## src/rtl/blob_target_tracker.sv

```systemverilog
// blob_target_tracker
//
// Picks one target blob out of each per-frame connected-components result
// set, smooths its position with a shift-based exponential moving average and
// drops the lock after a run of frames with no usable blob.
//
// Ports
//   clk_in           system clock
//   rst_n_in         asynchronous active-low reset
//   blobs_valid_in   one-cycle pulse; result arrays valid in that cycle
//   num_blobs_in     number of populated label slots (clamped to MAX_LABELS)
//   area_in          per-slot area
//   com_x_in         per-slot centre-of-mass x
//   com_y_in         per-slot centre-of-mass y
//   target_x_out     smoothed target x
//   target_y_out     smoothed target y
//   target_area_out  area of the last selected blob
//   target_valid_out high while a target is locked
//   update_out       one-cycle pulse when a frame has been processed
//   lost_out         one-cycle pulse with update_out when the lock is dropped
//   busy_out         high from capture until update_out
//   dropped_out      one-cycle pulse when a frame arrives while busy
//
// state  | meaning
// IDLE   | waiting for blobs_valid_in; captures the result arrays
// SCAN   | examines one label slot per cycle, tracking the largest candidate
// FILTER | applies acquire / EMA / miss-count update to the target
// OUTPUT | update_out (and lost_out) visible for one cycle

module blob_target_tracker #(
    parameter int MAX_LABELS  = 5,
    parameter int AREA_W      = 17,
    parameter int MIN_AREA    = 20,
    parameter int LOST_FRAMES = 8,
    parameter int ALPHA_SHIFT = 2
) (
    input  logic                               clk_in,
    input  logic                               rst_n_in,
    input  logic                               blobs_valid_in,
    input  logic [31:0]                        num_blobs_in,
    input  logic [MAX_LABELS-1:0][AREA_W-1:0]  area_in,
    input  logic [MAX_LABELS-1:0][10:0]        com_x_in,
    input  logic [MAX_LABELS-1:0][10:0]        com_y_in,
    output logic [10:0]                        target_x_out,
    output logic [10:0]                        target_y_out,
    output logic [AREA_W-1:0]                  target_area_out,
    output logic                               target_valid_out,
    output logic                               update_out,
    output logic                               lost_out,
    output logic                               busy_out,
    output logic                               dropped_out
);

    localparam int CNT_W  = $clog2(MAX_LABELS + 1);
    localparam int SLOT_W = (MAX_LABELS > 1) ? $clog2(MAX_LABELS) : 1;

    typedef enum logic [1:0] {
        S_IDLE,
        S_SCAN,
        S_FILTER,
        S_OUTPUT
    } state_t;

    state_t r_state;
    state_t w_next_state;

    logic [MAX_LABELS-1:0][AREA_W-1:0] r_area;
    logic [MAX_LABELS-1:0][10:0]       r_com_x;
    logic [MAX_LABELS-1:0][10:0]       r_com_y;
    logic [CNT_W-1:0]                  r_n_eff;
    logic [CNT_W-1:0]                  r_idx;
    logic                              r_best_valid;
    logic [AREA_W-1:0]                 r_best_area;
    logic [10:0]                       r_best_x;
    logic [10:0]                       r_best_y;
    logic [7:0]                        r_miss;
    logic [10:0]                       r_tx;
    logic [10:0]                       r_ty;
    logic [AREA_W-1:0]                 r_tarea;
    logic                              r_tvalid;
    logic                              r_update;
    logic                              r_lost;
    logic                              r_busy;
    logic                              r_dropped;

    logic [CNT_W-1:0]  w_n_eff;
    logic [SLOT_W-1:0] w_slot;
    logic              w_cand;
    logic              w_better;
    logic              w_scan_last;
    logic [7:0]        w_miss_inc;
    logic              w_lose;
    logic signed [11:0] w_dx;
    logic signed [11:0] w_dy;
    logic [10:0]       w_ema_x;
    logic [10:0]       w_ema_y;

    assign w_n_eff = (num_blobs_in > 32'(MAX_LABELS)) ? CNT_W'(MAX_LABELS)
                                                      : num_blobs_in[CNT_W-1:0];

    assign w_slot      = r_idx[SLOT_W-1:0];
    assign w_cand      = (r_idx < r_n_eff) && (r_area[w_slot] >= AREA_W'(MIN_AREA));
    // Strictly-greater replacement keeps the lowest index on ties.
    assign w_better    = w_cand && (!r_best_valid || (r_area[w_slot] > r_best_area));
    assign w_scan_last = (r_idx == CNT_W'(MAX_LABELS - 1));

    assign w_miss_inc = (r_miss >= 8'(LOST_FRAMES)) ? r_miss : r_miss + 8'd1;
    assign w_lose     = (w_miss_inc == 8'(LOST_FRAMES)) && r_tvalid;

    // Differences are taken 12-bit signed; the arithmetic shift floors toward
    // -inf, so the new value stays between current and candidate and fits 11 bits.
    assign w_dx    = $signed({1'b0, r_best_x}) - $signed({1'b0, r_tx});
    assign w_dy    = $signed({1'b0, r_best_y}) - $signed({1'b0, r_ty});
    assign w_ema_x = 11'($signed({1'b0, r_tx}) + (w_dx >>> ALPHA_SHIFT));
    assign w_ema_y = 11'($signed({1'b0, r_ty}) + (w_dy >>> ALPHA_SHIFT));

    always_ff @(posedge clk_in or negedge rst_n_in) begin
        if (!rst_n_in) begin
            r_state <= S_IDLE;
        end else begin
            r_state <= w_next_state;
        end
    end

    always_comb begin
        w_next_state = r_state;
        case (r_state)
            S_IDLE:   if (blobs_valid_in) w_next_state = S_SCAN;
            S_SCAN:   if (w_scan_last)    w_next_state = S_FILTER;
            S_FILTER: w_next_state = S_OUTPUT;
            S_OUTPUT: w_next_state = S_IDLE;
            default:  w_next_state = S_IDLE;
        endcase
    end

    always_ff @(posedge clk_in or negedge rst_n_in) begin
        if (!rst_n_in) begin
            r_area       <= '0;
            r_com_x      <= '0;
            r_com_y      <= '0;
            r_n_eff      <= '0;
            r_idx        <= '0;
            r_best_valid <= 1'b0;
            r_best_area  <= '0;
            r_best_x     <= '0;
            r_best_y     <= '0;
            r_miss       <= '0;
            r_tx         <= '0;
            r_ty         <= '0;
            r_tarea      <= '0;
            r_tvalid     <= 1'b0;
            r_update     <= 1'b0;
            r_lost       <= 1'b0;
            r_busy       <= 1'b0;
            r_dropped    <= 1'b0;
        end else begin
            // Anything arriving outside IDLE (OUTPUT included) is discarded.
            r_dropped <= blobs_valid_in && (r_state != S_IDLE);
            r_update  <= (r_state == S_FILTER);
            r_lost    <= (r_state == S_FILTER) && !r_best_valid && w_lose;

            case (r_state)
                S_IDLE: begin
                    if (blobs_valid_in) begin
                        r_area       <= area_in;
                        r_com_x      <= com_x_in;
                        r_com_y      <= com_y_in;
                        r_n_eff      <= w_n_eff;
                        r_idx        <= '0;
                        r_best_valid <= 1'b0;
                        r_busy       <= 1'b1;
                    end
                end
                S_SCAN: begin
                    if (w_better) begin
                        r_best_valid <= 1'b1;
                        r_best_area  <= r_area[w_slot];
                        r_best_x     <= r_com_x[w_slot];
                        r_best_y     <= r_com_y[w_slot];
                    end
                    r_idx <= r_idx + CNT_W'(1);
                end
                S_FILTER: begin
                    r_busy <= 1'b0;
                    if (r_best_valid) begin
                        if (!r_tvalid) begin
                            r_tx     <= r_best_x;
                            r_ty     <= r_best_y;
                            r_tvalid <= 1'b1;
                        end else begin
                            r_tx <= w_ema_x;
                            r_ty <= w_ema_y;
                        end
                        r_tarea <= r_best_area;
                        r_miss  <= '0;
                    end else begin
                        r_miss <= w_miss_inc;
                        if (w_lose) begin
                            r_tvalid <= 1'b0;
                        end
                    end
                end
                default: begin
                end
            endcase
        end
    end

    assign target_x_out     = r_tx;
    assign target_y_out     = r_ty;
    assign target_area_out  = r_tarea;
    assign target_valid_out = r_tvalid;
    assign update_out       = r_update;
    assign lost_out         = r_lost;
    assign busy_out         = r_busy;
    assign dropped_out      = r_dropped;

endmodule

```

## config.mk

```make
export PLATFORM = sky130hd
export DESIGN_NAME = blob_target_tracker
export DESIGN_NICKNAME = d
export VERILOG_FILES = /design/src/rtl/blob_target_tracker.sv
export SDC_FILE = /design/constraint.sdc
export NUM_CORES = 1
export LEC_CHECK = 0
export CORE_ASPECT_RATIO = 0.8
export CORE_MARGIN = 4
export CORE_UTILIZATION = 52
export DETAILED_ROUTE_END_ITERATION = 8
export GPL_TIMING_DRIVEN = 0
export PLACE_DENSITY = 0.75
export RECOVER_POWER = 50
export SETUP_SLACK_MARGIN = 0.2
export SLEW_MARGIN = 20
export SYNTH_ARGS = -nofsm -noshare
export SYNTH_HDL_FRONTEND = slang
export SYNTH_SLANG_ARGS = --single-unit
```

## constraint.sdc

```tcl
create_clock -name clk_in -period 3.9 [get_ports clk_in]
set_clock_uncertainty 0.1 [all_clocks]
set_input_delay 0.78 -clock clk_in [delete_from_list [all_inputs] [get_ports clk_in]]
set_output_delay 0.78 -clock clk_in [all_outputs]
set_load 0.02 [all_outputs]
```

==> summary.txt, run 1 <==
Status
  • Outcome: complete, but fails checks
  • Failing checks: capacitance limit, slew limit

CTS
  • CTS tree: done
  • Worst-path clk slew: 0.06 ns
  • Clock latency on the worst-skew pair: 0.56 ns
  • Max H-tree Level: 1
  • TritonCTS Buffers: 31
  • Clock root buffer master: clkbuf_16
  • CTS sink count: 295
  • Max clock buf depth: 3

Synth
  • Compound-Gate Fraction of Synth Area: 10.8%
  • Register area share after synthesis: 48.3%
  • Dominant cells by area after synthesis: dfrtp_1 (48%), mux2_2 (17%), mux2i_1 (5.9%)
  • Number of flops mapped to enable cells by yosys: 0
  • Synthesized instance count: 1319
  • XOR/XNOR share of the synthesized area: 1.66%
  • Register bit total from synthesis: 295
  • Yosys top cell area share: 48.3%
  • Post-Synthesis Cell Area: 15300 um2
  • Synth warn: 0
  • Top_reg_cell synth: dfrtp_1
  • Synth area leader: dfrtp_1
  • Synthesized Nets: 1619
  • Post-Synth Adder-Cell Area: 5.83%
  • Cell variety after synth: 65
  • Post-synthesis mux area share: 23.3%
  • Simple-gate area share of the yosys netlist: 6.81%
  • Avg Cell Area, Syn: 11.6 um2
  • Largest family of logic cells by synthesized area: multiplexers
  • Async SR Flop Fraction: 100%

Power and ir drop
  • Logic pwr share: 58.9%
  • Worst ir drop on vdd: 0.000532 V
  • Sequential power share: 26.4%
  • Sw Share: 41.3%
  • Power density cells: 1060 nW/um2
  • Internal Power: 0.0125 W
  • Switching power: 0.00876 W
  • Share of total power in the clock network: 14.7%
  • Leak: 8.67 nW

Detailed routing
  • DRC viols: 0
  • Wire length per cell: 21.8 um
  • Routed Antenna Nets: 0
  • Routed wire length: 44.6 mm
  • Vias: 11800
  • Post-DR vias/cell: 5.76
  • Pre-antenna DRT Iters: 5
  • Initial drt markers: 711

Place
  • Gpl congestion: 0.925
  • # port buffers: 273
  • Final HPWL DP: 33.5 mm

Cells and area
  • Layout fillers: 2133
  • Layout Nets: 1943
  • Commonest cells after routing, fill and taps aside: dfrtp_1 (293), clkdlybuf4s50_1 (267), mux2_2 (227)
  • Share of cells above drive strength 1: 23.0%
  • Area added between synthesis and finish: 31.6%
  • Most common cell after layout, fill and taps aside: dfrtp_1
  • Final Core Density: 70.3%

Global routing
  • Total track usage: 27.2%
  • Antenna violations before repair: 11
  • Vias in the first global route: 12200
  • First-pass GRT wire length: 69.2 mm
  • Grt ovf: 0
  • Pin count of the biggest net entering global routing: 93

Floorplan
  • I/O Pins: 274
  • Die height: 161 um
  • Initial core utilization: 53.4%
  • Die ar.: 32200 um2
  • Core footprint: 28600 um2
  • Chip width: 200 um
  • Site row count: 55

Worst setup path
  • Type of the worst setup path: flip-flop to flip-flop
  • Crit Path Max Fanout: 10
  • Worst r2r path cells: 18
  • Crit path launch type: flip-flop
  • Critical path arrival: 3.97 ns
  • Required @ worst endpoint: 4.24 ns
  • CP endpoint kind: flip-flop

Timing
  • Fmax: 275 MHz
  • RSZ-0062 raised after global routing: yes
  • Relative slew slack: -57.5%
  • Final critical-path share of the clock period: 93.1%
  • Final Max Slew Viols: 92
  • Final hold slack: 0.379 ns
  • Crit path time final: 3.63 ns
  • Setup TNS: 0 ns
  • Worst Tran Pin Value: 2.36 ns
  • Final hold violation count: 0
  • Setup violators final: 0

Hold path
  • Cell count of the worst hold path: 2
  • Worst hold path class: flip-flop to flip-flop

Run
  • Max cap viols: 1
## routing by layer
layer  share of wire, %  track usage (%)
met4                2.6             7.25
met2                 44             40.8
met5               0.15                0
met3                6.6             4.96
met1                 46             40.9
## synthesized netlist by cell type, types with 11 or more instances
| cell type | instances |
|---|---|
| dfrtp_1 | 295 |
| mux2_2 | 227 |
| mux2i_1 | 90 |
| ha_1 | 68 |
| o21ai_0 | 66 |
| nand2_1 | 65 |
| nor2_1 | 63 |
| a21oi_1 | 57 |
| inv_1 | 53 |
| clkbuf_1 | 45 |
| o22ai_1 | 32 |
| a21o_1 | 24 |
| xnor2_1 | 18 |
| nand3_1 | 15 |
| nor3_1 | 14 |
| xor2_1 | 11 |
## path summary, 6_finish.rpt
check,startpoint,end,slack [ns]
setup reg to reg,r_idx[2],r_best_y[8],0.27
min in group asynchronous,rst_n_in,r_area[10],0.81
setup / recovery,r_idx[2],r_best_y[8],0.27
hold reg to reg,target_area_out[2],target_area_out[2],0.38
hold / removal,target_area_out[2],target_area_out[2],0.38
max in group asynchronous,rst_n_in,r_best_valid,0.72
## power groups by stage
stage	logic, W	clock network [W]	registers [W]
3_5_place_dp	0.0115	0	0.00559
4_1_cts	0.0118	0.00316	0.00556
5_1_grt	0.0137	0.00329	0.00578
6_report	0.0125	0.00311	0.00561
3_3_place_gp	0.0111	0	0.00552
2_1_floorplan	0.00830	0	0.00549
## cell families after synthesis
kind of cell / after synthesis
mux: 324
fa+ha+maj: 70
compound gates: 258
simple gates: 221
flops: 295
buf+inv: 122
xor+xnor: 29
## registers in the layout, indices dropped and copies added, names as in the netlist, 2 cells and up
signal           flops
r_area              85
r_com_x             55
r_com_y             55
r_best_area         17
target_area_out     17
r_best_x            11
r_best_y            11
target_x_out        11
target_y_out        11
r_miss               8
r_idx                3
r_n_eff              3
r_state              2
## critical path, cell delays in order (launching register included)
cell     delay [ns]
dfrtp_1        0.39
buf_8          0.18
buf_12         0.17
buf_8          0.17
mux2i_4        0.29
nor2_1         0.08
a21oi_2        0.14
o22ai_2        0.12
ha_1           0.32
nand3_1        0.09
nor2_1         0.15
nand3_1        0.13
o41a_1         0.15
a31oi_2        0.20
nor3_2         0.07
buf_4          0.17
buf_6          0.12
buf_6          0.15
mux2_4         0.30
## per-stage QoR
| step | area [um2] | setup slack, ns | std cells | power [W] |
|---|---|---|---|---|
| after floorplan | 15300 | 0.308 | 1319 | 0.0138 |
| after global routing | 20100 | 0.133 | 2043 | 0.0228 |
| after detailed placement | 18600 | -0.671 | 1965 | 0.0171 |
| final | 20100 | 0.268 | 2043 | 0.0212 |
| after CTS | 19800 | 0.201 | 2026 | 0.0205 |
| after global placement | 18500 | -10.86 | 1962 | 0.0166 |
## repair_timing
item,CTS,global route
gates cloned,0,0
endpoints found under the setup margin,41,47
setup buffers,4,11
gates resized for setup,43,57
pin swaps,2,12
hold buffers,0,0
## cell type report
type | instances | area [um2] | share of cell area [%]
Multi-Input combinational cell | 902 | 7670 | 38.1
Sequential cell | 295 | 7380 | 36.7
Timing Repair Buffer | 291 | 2900 | 14.4
Clock buffer | 44 | 935 | 4.65
Tap cell | 370 | 463 | 2.30
Buffer | 67 | 385 | 1.92
Inverter | 55 | 206 | 1.03
Clock inverter | 13 | 151 | 0.753
Antenna cell | 6 | 15.0 | 0.0746
Note: power is estimated with default switching activity, not from simulation.
==> run 2: changes to the inputs <==
--- a/config.mk
+++ b/config.mk
@@ -6,7 +6,7 @@
 export NUM_CORES = 1
 export LEC_CHECK = 0
 export CORE_ASPECT_RATIO = 0.8
-export CORE_MARGIN = 4
+export CORE_MARGIN = 2
 export CORE_UTILIZATION = 52
 export DETAILED_ROUTE_END_ITERATION = 8
 export GPL_TIMING_DRIVEN = 0
==> run 2 against run 1 <==
Compared with the run above: core utilization decreased by 0.81 points; clock-buffer cell count fell by 2; largest power group unchanged; global-route usage increased by 0.54 points; the run now ends clean; clock power rose by 6%; sequential share of layout area fell by 0.22 points.
==> summary.txt, run 2 (synthesis gave the netlist of run 1 again) <==
Detailed routing
  • Wire length per cell: 21.3 um
  • Vias: 11700
  • DRC viols: 0
  • Initial drt markers: 784
  • Pre-antenna DRT Iters: 5
  • Routed Antenna Nets: 0
  • Post-DR vias/cell: 5.72
  • Routed wire length: 43.7 mm

Cells and area
  • Commonest cells after routing, fill and taps aside: dfrtp_1 (291), clkdlybuf4s50_1 (267), mux2_2 (227)
  • Share of cells above drive strength 1: 23.3%
  • Area of the multi-input gates: 7700 um2
  • Top Registers: r_area x85, r_com_x x55, r_com_y x55
  • Final Core Density: 69.5%
  • Reg area: 7390 um2
  • Largest register by flop count: r_area
  • Most common cell after layout, fill and taps aside: dfrtp_1
  • Layout Nets: 1943
  • Area added between synthesis and finish: 32.4%
  • Layout fillers: 2201
  • Largest register FFs: 85

Timing
  • RSZ-0062 raised after global routing: no
  • Relative slew slack: 8.74%
  • Fmax: 272 MHz
  • Final Max Slew Viols: 0
  • Final hold violation count: 0
  • Crit path time final: 3.67 ns
  • Final critical-path share of the clock period: 94.1%
  • Worst Tran Pin Value: 1.37 ns
  • Worst setup margin: 0.229 ns
  • Setup violators final: 0
  • Setup TNS: 0 ns

Global routing
  • Vias in the first global route: 11400
  • Total track usage: 27.7%
  • Pin count of the biggest net entering global routing: 102
  • Grt ovf: 0
  • Antenna violations before repair: 6
  • First-pass GRT wire length: 65.8 mm

Worst setup path
  • Crit path launch type: flip-flop
  • Type of the worst setup path: flip-flop to flip-flop
  • Required @ worst endpoint: 4.25 ns
  • Crit Path Max Fanout: 10
  • Critical path arrival: 4.02 ns
  • CP endpoint kind: flip-flop

Status
  • Outcome: completed

CTS
  • TritonCTS Buffers: 31
  • Clock latency on the worst-skew pair: 0.59 ns
  • CTS sink count: 295
  • CTS tree: done
  • Clock root buffer master: clkbuf_16
  • Max clock buf depth: 3
  • Worst-path clk slew: 0.06 ns
  • Max H-tree Level: 1

Place
  • Dpl ws: -0.729 ns
  • Final HPWL DP: 32.4 mm
  • # port buffers: 273
  • Gpl congestion: 0.938

Floorplan
  • Core footprint: 29100 um2
  • Die ar.: 30800 um2
  • Die height: 157 um
  • I/O Pins: 274
  • Initial core utilization: 52.5%
  • Site row count: 56
  • Chip width: 196 um

Hold path
  • Worst hold path class: flip-flop to flip-flop

Power and ir drop
  • Worst ir drop on vdd: 0.000469 V
  • Power density cells: 1060 nW/um2
  • Total power: 0.0214 W
  • Leak: 8.71 nW

Run
  • Max cap viols: 0
-- run 2: layer usage --
layer,routed length [um],share of wire (%),vias up,global-route usage (%)
li1,-,-,5435,-
met1,21000,48,5838,41.7
met2,18700,43,357,40.1
met3,2780,6.4,100,6.15
met4,1240,2.8,4,8.04
met5,28,0.064,-,0
-- run 2: area by class of cell --
type	instances	share of cell area, %
multi-input combinational	902	38.0
sequential	295	36.5
timing repair buffer	291	14.3
clock buffer	42	4.43
tap	377	2.33
buffer	67	2.11
clock inverter	16	1.24
inverter	55	1.02
antenna	5	0.0618
-- run 2: path summary, 6_finish.rpt --
path                       cells after the start           startpoint  slack [ns]                   to
max                                           16             r_idx[2]        0.23          r_best_y[8]
min                                            2  target_area_out[13]        0.38  target_area_out[13]
max reg2reg                                   16             r_idx[2]        0.23          r_best_y[8]
min reg2reg                                    2  target_area_out[13]        0.38  target_area_out[13]
max in group asynchronous                      3             rst_n_in        0.96             r_idx[0]
min in group asynchronous                      2             rst_n_in        0.74      target_x_out[1]
-- run 2: worst max-delay path, stage by stage, from the launching register on --
cell and delay [ns]:
dfrtp_1 0.48, buf_8 0.17, buf_12 0.16, mux2i_4 0.27, nor2_1 0.08, a31oi_2 0.26
o22ai_4 0.16, ha_4 0.25, nand4_1 0.12, a21oi_1 0.07, o41a_1 0.41, a31oi_2 0.20
nor3_2 0.05, buf_4 0.17, buf_12 0.14, buf_12 0.14, mux2_4 0.29
-- run 2: per-stage QoR --
stage,cell area (um2),instances,hold WS [ns]
floorplan,15300,1319,0.354
global placement,18500,1969,0.367
detailed placement,18600,1972,0.371
CTS,19900,2033,0.388
global route,20200,2047,0.411
finish,20200,2050,0.383
-- run 2: what timing repair did --
action / in CTS / in global routing
cloned: 0 / 1
hold buffers: 1 / 0
endpoints found under the hold margin: 12 / 0
endpoints found under the setup margin: 41 / 45
setup buffers: 2 / 11
pin swaps: 1 / 16
gates resized for setup: 54 / 62
-- run 2: where the power goes --
| part | internal (W) | leakage (nW) | switching (W) |
|---|---|---|---|
| Clock | 0.00201 | 0.567 | 0.00129 |
| Combinational | 0.00605 | 4.62 | 0.00643 |
| Sequential | 0.00458 | 3.52 | 0.00103 |
| Total | 0.0126 | 8.71 | 0.00874 |
==> run 3: changes to the inputs <==
--- a/config.mk
+++ b/config.mk
@@ -5,6 +5,7 @@
 export SDC_FILE = /design/constraint.sdc
 export NUM_CORES = 1
 export LEC_CHECK = 0
+export CAP_MARGIN = 20
 export CORE_ASPECT_RATIO = 0.8
 export CORE_MARGIN = 2
 export CORE_UTILIZATION = 52
==> results of run 3 <==
No change in the layout: final DEF, timing and power equal those of run 2.
